`config.mk`:
```
export PLATFORM = sky130hd
export DESIGN_NAME = irq_responder
export DESIGN_NICKNAME = d
export VERILOG_FILES = /design/src/rtl/irq_pkg.sv /design/src/rtl/irq_sync_edge.sv /design/src/rtl/irq_responder.sv
export SDC_FILE = /design/constraint.sdc
export NUM_CORES = 1
export LEC_CHECK = 0
export BUFFER_PORTS_ARGS = -buffer_cell sky130_fd_sc_hd__buf_2
export CORE_ASPECT_RATIO = 1.2
export CORE_MARGIN = 2
export CORE_UTILIZATION = 45
export DETAILED_ROUTE_END_ITERATION = 8
export GPL_ROUTABILITY_DRIVEN = 1
export PLACE_DENSITY = 0.7
export SETUP_SLACK_MARGIN = 0.05
export SLEW_MARGIN = 25
export SYNTH_ARGS = -nofsm -noshare
export SYNTH_HDL_FRONTEND = slang
export SYNTH_SLANG_ARGS = --single-unit
```
`constraint.sdc`:
```
create_clock -name clk -period 2.4 [get_ports clk]
set_input_delay 0.36 -clock clk [delete_from_list [all_inputs] [get_ports clk]]
set_output_delay 0.36 -clock clk [all_outputs]
set_load 0.02 [all_outputs]
```
`src/rtl/irq_pkg.sv`:
```
// Shared types and helpers for the interrupt responder.
// Configuration macro: INT_LEVEL_EN (level-sensitive pending when defined).
package irq_pkg;

   localparam int N_IRQ_DEF = 5;
   localparam int ID_W_DEF  = 3;

   typedef enum logic [1:0] {
      IDLE = 2'd0,
      REQ  = 2'd1,
      SVC  = 2'd2
   } state_t;

   // Returns {valid, id}; lowest set index wins.
   function automatic logic [ID_W_DEF:0] prio_enc(
      input logic [N_IRQ_DEF-1:0] vec
   );
      logic [ID_W_DEF:0] r;
      r = '0;
      for (int i = N_IRQ_DEF - 1; i >= 0; i--) begin
         if (vec[i]) r = {1'b1, ID_W_DEF'(i)};
      end
      return r;
   endfunction

endpackage

```
`src/rtl/irq_sync_edge.sv`:
```
// Per-line synchronizer with rising-edge detector.
// Configuration macro: INT_LEVEL_EN (not used here).
module irq_sync_edge #(
   parameter int SYNC_STAGES = 2
) (
   input  logic clk,
   input  logic rst,
   input  logic async_in,
   output logic sync_out,
   output logic rise_pulse
);

   logic [SYNC_STAGES-1:0] sync_q;
   logic                   prev_q;

   always_ff @(posedge clk) begin
      if (rst) begin
         sync_q <= '0;
         prev_q <= 1'b0;
      end else begin
         sync_q <= {sync_q[SYNC_STAGES-2:0], async_in};
         prev_q <= sync_q[SYNC_STAGES-1];
      end
   end

   assign sync_out   = sync_q[SYNC_STAGES-1];
   assign rise_pulse = sync_out & ~prev_q;

endmodule

```
`src/rtl/irq_responder.sv`:
```
// Interrupt responder: pending/mask registers, priority pick, req/ack/EOI FSM.
// Configuration macro: INT_LEVEL_EN selects level-sensitive pending.
module irq_responder
   import irq_pkg::*;
#(
   parameter int N_IRQ       = N_IRQ_DEF,
   parameter int ID_W        = ID_W_DEF,
   parameter int SYNC_STAGES = 2
) (
   input  logic             clk,
   input  logic             rst,
   input  logic [N_IRQ-1:0] int_,
   input  logic             mask_we,
   input  logic [N_IRQ-1:0] mask_wdata,
   output logic [N_IRQ-1:0] mask_q,
   output logic [N_IRQ-1:0] pend_q,
   output logic             irq_req,
   output logic [ID_W-1:0]  irq_id,
   input  logic             irq_ack,
   input  logic             irq_eoi,
   output logic             in_service
);

   logic [N_IRQ-1:0]  sync_v;
   logic [N_IRQ-1:0]  rise_v;
   logic [ID_W_DEF:0] win;
   state_t            state_q, state_d;
   logic [ID_W-1:0]   id_d;
   logic              ack_ok;

   for (genvar i = 0; i < N_IRQ; i++) begin : g_line
      irq_sync_edge #(
         .SYNC_STAGES (SYNC_STAGES)
      ) u_sync (
         .clk        (clk),
         .rst        (rst),
         .async_in   (int_[i]),
         .sync_out   (sync_v[i]),
         .rise_pulse (rise_v[i])
      );
   end

   always_ff @(posedge clk) begin
      if (rst) begin
         mask_q <= '1;
      end else if (mask_we) begin
         mask_q <= mask_wdata;
      end
   end

`ifdef INT_LEVEL_EN
   logic [N_IRQ-1:0] unused_rise;
   logic             unused_ack;
   assign unused_rise = rise_v;
   assign unused_ack  = ack_ok;
   assign pend_q      = sync_v;
`else
   logic [N_IRQ-1:0] unused_sync;
   logic [N_IRQ-1:0] clr_v;
   assign unused_sync = sync_v;
   assign clr_v = ack_ok ? (N_IRQ'(1) << irq_id) : '0;

   // Set is OR-ed in after the clear, so a same-cycle edge survives.
   always_ff @(posedge clk) begin
      if (rst) begin
         pend_q <= '0;
      end else begin
         pend_q <= (pend_q & ~clr_v) | rise_v;
      end
   end
`endif

   assign win = prio_enc(N_IRQ_DEF'(pend_q & mask_q));

   always_ff @(posedge clk) begin
      if (rst) begin
         state_q <= IDLE;
         irq_id  <= '0;
      end else begin
         state_q <= state_d;
         irq_id  <= id_d;
      end
   end

   always_comb begin
      state_d = state_q;
      id_d    = irq_id;
      ack_ok  = 1'b0;
      unique case (state_q)
         IDLE: begin
            if (win[ID_W_DEF]) begin
               id_d    = ID_W'(win[ID_W_DEF-1:0]);
               state_d = REQ;
            end
         end
         REQ: begin
            if (irq_ack) begin
               ack_ok  = 1'b1;
               state_d = SVC;
            end
         end
         SVC: begin
            if (irq_eoi) state_d = IDLE;
         end
         default: state_d = IDLE;
      endcase
   end

   assign irq_req    = (state_q == REQ);
   assign in_service = (state_q == SVC);

endmodule

```
Yosys cells after proc, flatten, opt, wreduce, memory -nomap -nowiden
Cells that the tools add are included.

Register bits: 30. Input port bits: 15. Output and inout bits: 15. Logic and storage cells: 49.

Equality and inequality tests: 5. Shifts and indexed selects: 1. Mux-type cells: 12. Bitwise gates (word level): 14. Reduce and logical (&&, ||, !) cells: 3.

Operators by type and width (number): 2-to-1 mux 4 bit (5); bitwise AND 5 bit (2); 2-to-1 mux 2 bit (3); one-hot mux 2 bit (3 select lines) (1); bitwise AND 1 bit (5); 2-to-1 mux 5 bit (1); inverter 1 bit (5); inverter 5 bit (1); bitwise OR 5 bit (1); left shift 1 x 3 -> 5 bit (first input constant) (1); != test 2 bit (second input constant) (2); AND reduction 3 bit (1); equality test 2 x 1 -> 1 bit (second input constant) (1); equality test 2 bit (second input constant) (1); zero test 2 bit (1); 2-to-1 mux 1 bit (2); != test 2 x 1 -> 1 bit (second input constant) (1); AND reduction 2 bit (1).

Depth between registers and ports, before layout
Gate-level depths: netlist (run 1).

Depth after elaboration: 8. Mapped depth: 5.

Modules after synthesis
A second synthesis (run 1) with hierarchy kept.

Cell total of the unflattened synthesis: 107. Area, all modules: 1069.8 µm².

By module, submodules not included: irq_responder (instances 1, cells each 72, area an instance 631.9 µm², sequential area each 300.3 µm²); irq_sync_edge (instances 5, cells each 7, area an instance 87.6 µm², sequential area each 60.1 µm²).

Worst setup path after synthesis (run 1)
Ideal clock, no wire load.

Kind: register to register. Start: reg mask_q[3]. End: reg irq_id[0]. Setup time: 0.132 ns. Data arrival time: 1.082 ns. Required time: 2.268 ns. Slack: 1.186 ns. Stages on the path, launching flop included: 5. Buffers on the path: 0. Cells stage by stage: dfxtp_1 -> a22oi_1 -> a311oi_1 -> nand2b_1 -> a21oi_1.

Cells in the longest elaborated chain, start to end: 6.

RTL lines: start, declared (RTL line irq_responder.sv:15) `output logic [N_IRQ-1:0] mask_q,`; start signal, assigned (RTL line irq_responder.sv:47) `mask_q <= mask_wdata;`; bitwise AND 5 bit * (RTL line irq_responder.sv:73) `assign win = prio_enc(N_IRQ_DEF'(pend_q & mask_q));`; 2-to-1 mux 4 bit * (4 in series) (RTL line irq_pkg.sv:21) `if (vec[i]) r = {1'b1, ID_W_DEF'(i)};`; AND reduction 2 bit (no line); end signal, assigned (RTL line irq_responder.sv:81) `irq_id <= id_d;`; end, declared (RTL line irq_responder.sv:18) `output logic [ID_W-1:0] irq_id,`.

Every way passes the cells marked *; elsewhere a longest branch is shown, timed or not. A chain may end at the register's enable or synchronous reset.

Final worst setup path (run 1)
Start: reg state_q[1]. End: out in_service.

Cells in the longest elaborated chain, start to end: 1.

RTL lines: start, declared (RTL line irq_responder.sv:27) `state_t state_q, state_d;`; start signal, assigned (RTL line irq_responder.sv:80) `state_q <= state_d;`; equality test 2 bit (RTL line irq_responder.sv:110) `assign in_service = (state_q == SVC);`; end, declared (RTL line irq_responder.sv:21) `output logic in_service`.

Every way passes these cells.

==> results of run 1 <==
-- registers in the layout (all words and copies together), names as in the netlist --
name	cells
irq_id	3
g_line.u_sync.prev_q	5
mask_q	5
g_line.u_sync.sync_q	10
state_q	2
pend_q	5
-- layer usage --
metal	vias to the layer above	share of wire [%]	GRT usage [%]
li1	436	-	-
met1	385	42	16.61
met2	26	51	28.37
met3	4	5.5	7.068
met4	0	1.5	8.571
met5	-	0	0
-- cell type report --
type,count,area [sq um],share of cell area [%]
inverters,2,7.507,0.5786
well taps,31,38.79,2.989
clock inverters,2,12.51,0.9643
repair buffers,29,145.1,11.19
clock buffers,6,51.30,3.954
flip-flops and latches,30,600.6,46.29
multi-input cells,71,441.7,34.04
-- kinds of logic after synthesis --
kind of cell / synth area share (%)
buf+inv: 2.459
simple gates: 24.24
compound gates: 17.10
flops: 56.21
-- per-stage QoR --
step           hold WS, ns   power, W  cell area [sq um]  setup slack (ns)
6_report            0.2351  0.0009814               1297            0.8873
5_1_grt             0.2235   0.001032               1297            0.8004
4_1_cts             0.2231  0.0009947               1297            0.8689
3_5_place_dp        0.4204  0.0006834               1234             1.103
3_3_place_gp        0.4168  0.0006789               1234             1.133
2_1_floorplan       0.4138  0.0006409               1069             1.186
-- worst max-delay path, stage by stage (launching register included) --
cell and delay, ns:
dfxtp_1 0.49, and2b_1 0.18, buf_2 0.16
-- Yosys cell counts (all sizes together) --
library cell / number
a31oi: 1
or3: 1
o31ai: 2
a2111oi: 1
nand3: 1
a211o: 5
nor3b: 1
a32o: 1
a22oi: 2
nand2b: 7
a21oi: 8
a21o: 1
inv: 2
nand4: 1
dfxtp: 30
a211oi: 1
nor2b: 21
o21ai: 3
nand2: 7
clkbuf: 5
nand3b: 1
nor2: 4
a311oi: 1
and2b: 1
-- power breakdown --
| group | total [W] | switching [W] | internal (W) |
|---|---|---|---|
| clock | 0.000311 | 0.000170 | 0.000141 |
| combinational | 0.000120 | 0.0000668 | 0.0000536 |
| sequential | 0.000550 | 0.0000252 | 0.000525 |
| total | 0.000981 | 0.000262 | 0.000719 |
-- worst paths after layout --
kind | from | endpoint | cells past startpoint
max | state_q[1]$_SDFFE_PP0P_ | in_service | 2
min | int_[0] | g_line[0].u_sync.sync_q[0]$_SDFF_PP0_ | 2
max reg2reg | state_q[0]$_SDFFE_PP0P_ | pend_q[0]$_SDFF_PP0_ | 4
min reg2reg | g_line[2].u_sync.sync_q[0]$_SDFF_PP0_ | g_line[2].u_sync.sync_q[1]$_SDFF_PP0_ | 1
==> run_results.csv, run 1 <==
group,metric,value,unit
run_status,status,"finished clean",
power_and_ir_drop,pwr_density_cell,756.3,nW/um^2
die,start_util,46.82,%
sta,period_share,63.03,%
sta,worst_slew_pin_slew,0.4960,ns
yosys,synth.distinct_cells,26,
yosys,yosys_warnings,0,
placement,post-dp-hpwl,1405,um
clock_tree,numClockSinks,30,
worst_setup_path,worst_setup_path_end_kind,"output port",
sta,max_slew_margin,66.94,%
yosys,syn-cell-area,1069,sq um
yosys,synthTopCellsByArea,"dfxtp_1, nor2b_1, a211o_1, nand2b_1, a21oi_1",
worst_setup_path,worstPathRequired,2.04,ns
placement,io_buffers,29,
die,fp.dieW,48.49,um
detailed_routing,initialDrtViolationCount,12,
yosys,synth_top_area_share,56.21,%
sta,post-route-min-period,1.513,ns
clock_tree,clkTransAtPathRegs,0.09,ns
sta,setup_tns,0,ns
detailed_routing,wirelength,1998,um
placement,place_inst,163,
yosys,synth_fp_nets,123,
clock_tree,root_buffer,"clkbuf_4",
clock_tree,post_cts_resized,0,
detailed_routing,vias,851,
final_layout,final_cell_mix,"dfxtp_1, buf_2, nor2b_1, a21oi_1, nand2b_1",
sta,slew_viol_final,0,
detailed_routing,drt-wirelength-per-cell,11.68,um
die,fp.coreArea,2282,sq um
clock_tree,htree_levels,2,
placement,gp_congestion,0.7890,
final_layout,instances_no_fill,171,
sta,rsz0062_at_grt,"false",
job,cap_violations,0,
clock_tree,cts_buffers,5,
final_layout,final_common_cell,"dfxtp_1",
die,rows,19,
global_routing,antenna_found_initial,0,
yosys,yosysTopAreaCell,"dfxtp_1",
power_and_ir_drop,p_leak,0.5472,nW
sta,fin_skew,0.004012,ns
final_layout,nets,154,
sta,setup_viol,0,
final_layout,final_layout_size_suffix_gt1_share,27.86,%
final_layout,n_fill_cell,229,
global_routing,track_usage,16.28,%
yosys,synth_cells,108,
die,dieArea,2782,sq um
clock_tree,post-cts-setup-buffers,0,
worst_setup_path,r2r_setup_slack,1.13,ns
global_routing,grt_max_degree,31,
clock_tree,tritoncts,"done",
sta,timing.final.hold_violations,0,
die,die_height,57.38,um
clock_tree,clkLatencyLatePin,0.32,ns
power_and_ir_drop,ir_drop,0.4675,mV
die,io_pins,30,
global_routing,grt_pass1_vias,763,
final_layout,area_growth_syn_to_layout,21.43,%
yosys,postSynthAreaPerCell,9.894,sq um
global_routing,grt_pass1_wl,3298,um
worst_setup_path,critPathKind,"reg -> out",
final_layout,n_antenna_cell,0,
clock_tree,clockBufferDepth,2,
detailed_routing,drt_pass1_iterations,4,
clock_tree,postCtsHoldBufs,0,
detailed_routing,postRouteAntennaNets,0,
sta,fmax,661.1,MHz
worst_setup_path,crit_fanout,9,
detailed_routing,vias_per_cell,4.977,
detailed_routing,drc,0,
worst_hold_path,hp-class,"in -> reg",
worst_setup_path,cp.arrival,1.15,ns
worst_setup_path,critPathLaunchType,"flop",
yosys,synth_seq_area_share,56.21,%
final_layout,fin_util,56.85,%
yosys,ys_ff_latch,30,
global_routing,overflow,0,
(Power assumes the default switching activity.)
==> run 2, diff against run 1 <==
==> constraint.sdc (replaced) <==
create_clock -name clk -period 1.4 [get_ports clk]
set_input_delay 0.21 -clock clk [delete_from_list [all_inputs] [get_ports clk]]
set_output_delay 0.21 -clock clk [all_outputs]
set_load 0.02 [all_outputs]
==> run 2 against run 1 <==
Critical path type unchanged. Register-to-register slack worse by 0.98 ns. Sequential cell count did not move. Highest routed layer unchanged. Core utilization grew 1.4 points.
==> run_results.csv, run 2 (synthesized netlist as in run 1, its figures left out) <==
group,metric,value,unit
run_status,status,"finished clean",
worst_setup_path,worst_setup_path_end_kind,"output port",
sta,post-route-min-period,1.278,ns
global_routing,grt_max_degree,31,
final_layout,final_cell_mix,"buf_2, dfxtp_1, nor2b_1, a21oi_1, nand2b_1",
power_and_ir_drop,ir_drop,0.8776,mV
worst_hold_path,hp-class,"in -> reg",
detailed_routing,drt-wirelength-per-cell,12.09,um
worst_setup_path,cp.arrival,1.07,ns
sta,worst_slew_pin_slew,0.5172,ns
worst_setup_path,crit_family,"flip-flops",
sta,setup_tns,0,ns
sta,fin_skew,0.008306,ns
global_routing,track_usage,16.81,%
die,start_util,46.82,%
detailed_routing,wirelength,2103,um
die,fp.dieW,48.49,um
detailed_routing,vias,871,
clock_tree,numClockSinks,30,
clock_tree,root_buffer,"clkbuf_4",
detailed_routing,drt_pass1_iterations,4,
final_layout,top_register,"g_line.u_sync.sync_q",
final_layout,nets,157,
sta,period_share,91.25,%
worst_setup_path,path_buf_inv,1,
worst_setup_path,critPathKind,"reg -> out",
worst_setup_path,path_cells,"and2b_1 > buf_2",
placement,dpl_cell_area,1256,sq um
final_layout,stdcell_area,1330,sq um
global_routing,antenna_found_initial,0,
power_and_ir_drop,p_leak,0.5653,nW
final_layout,area_growth_syn_to_layout,24.47,%
die,fp.coreArea,2282,sq um
sta,slew_viol_final,0,
die,dieArea,2782,sq um
worst_setup_path,max_stage_delay,0.40,ns
job,cap_violations,0,
detailed_routing,postRouteAntennaNets,0,
worst_setup_path,worstPathRequired,1.19,ns
sta,max_slew_margin,65.52,%
worst_setup_path,critPathSlowestCell,"dfxtp_4",
global_routing,grt_pass1_wl,3450,um
die,rows,19,
clock_tree,tritoncts,"done",
placement,io_buffers,29,
sta,timing.final.hold_violations,0,
clock_tree,post-cts-setup-buffers,0,
die,io_pins,30,
detailed_routing,drc,0,
die,die_height,57.38,um
power_and_ir_drop,pwr_density_cell,1274,nW/um^2
sta,setup_viol,0,
final_layout,final_common_cell,"buf_2",
final_layout,largest_reg_flops,10,
clock_tree,clockBufferDepth,2,
sta,fmax,782.8,MHz
worst_setup_path,crit_fanout,8,
final_layout,n_antenna_cell,0,
clock_tree,htree_levels,2,
clock_tree,cts_buffers,5,
global_routing,overflow,0,
clock_tree,clkTransAtPathRegs,0.09,ns
final_layout,fin_util,58.28,%
clock_tree,clkLatencyLatePin,0.32,ns
global_routing,grt_pass1_vias,764,
placement,gp_congestion,0.8400,
placement,post-dp-hpwl,1422,um
worst_setup_path,critPathLaunchType,"flop",
detailed_routing,initialDrtViolationCount,28,
detailed_routing,vias_per_cell,5.006,
final_layout,final_layout_size_suffix_gt1_share,30.77,%
==> run 2: per-layer routing <==
metal,part of all wire (%),vias to the layer above,global-route usage [%]
met5,0,-,0
met4,2.9,0,7.755
met3,6.8,6,8.115
met2,46,30,25.60
met1,44,394,20.17
li1,-,441,-
==> run 2: per-stage QoR <==
stage | cells | total power, W | setup slack [ns] | hold slack [ns]
after floorplan | 108 | 0.001099 | 0.1858 | 0.3279
after global placement | 166 | 0.001172 | 0.1609 | 0.4163
after detailed placement | 166 | 0.001180 | 0.1029 | 0.4186
after CTS | 174 | 0.001708 | 0.1008 | 0.07629
after global routing | 174 | 0.001792 | -0.03695 | 0.07251
final | 174 | 0.001695 | 0.1225 | 0.08823
==> run 2: worst paths after layout <==
kind	depth (start not counted)	endpoint	from	slack, ns
max	2	in_service	state_q[0]$_SDFFE_PP0P_	0.12
min	2	mask_q[4]$_SDFFE_PP1P_	mask_wdata[4]	0.09
max reg2reg	4	state_q[0]$_SDFFE_PP0P_	pend_q[3]$_SDFF_PP0_	0.15
min reg2reg	1	g_line[0].u_sync.sync_q[1]$_SDFF_PP0_	g_line[0].u_sync.sync_q[0]$_SDFF_PP0_	0.44
==> run 2: final cells by class <==
cell class	count	area (sq um)
inverters	2	7.507
multi-input cells	71	447.9
fillers	223	952.2
repair buffers	32	167.7
flip-flops and latches	30	608.1
well taps	31	38.79
clock buffers	7	55.05
clock inverters	1	5.005
==> run 2: repair_timing <==
item                                    in CTS  in global routing
endpoints found under the setup margin       1                  2
resized for setup                            2                  4
hold buffers                                 0                  0
==> run 2: power breakdown <==
part	total [W]	switching, W	internal [W]
Combinational	0.000224	0.000124	0.000100
Clock	0.000527	0.000284	0.000243
Sequential	0.000944	0.0000430	0.000901
Total	0.00169	0.000451	0.00124
==> run 2: worst register-to-register path, delay by kind of cell (launching register included) <==
| family | cells | cell delay [ns] |
|---|---|---|
| flip-flops | 1 | 0.35 |
| AO/OA/AOI/OAI | 2 | 0.39 |
| AND/OR/NAND/NOR | 2 | 0.40 |
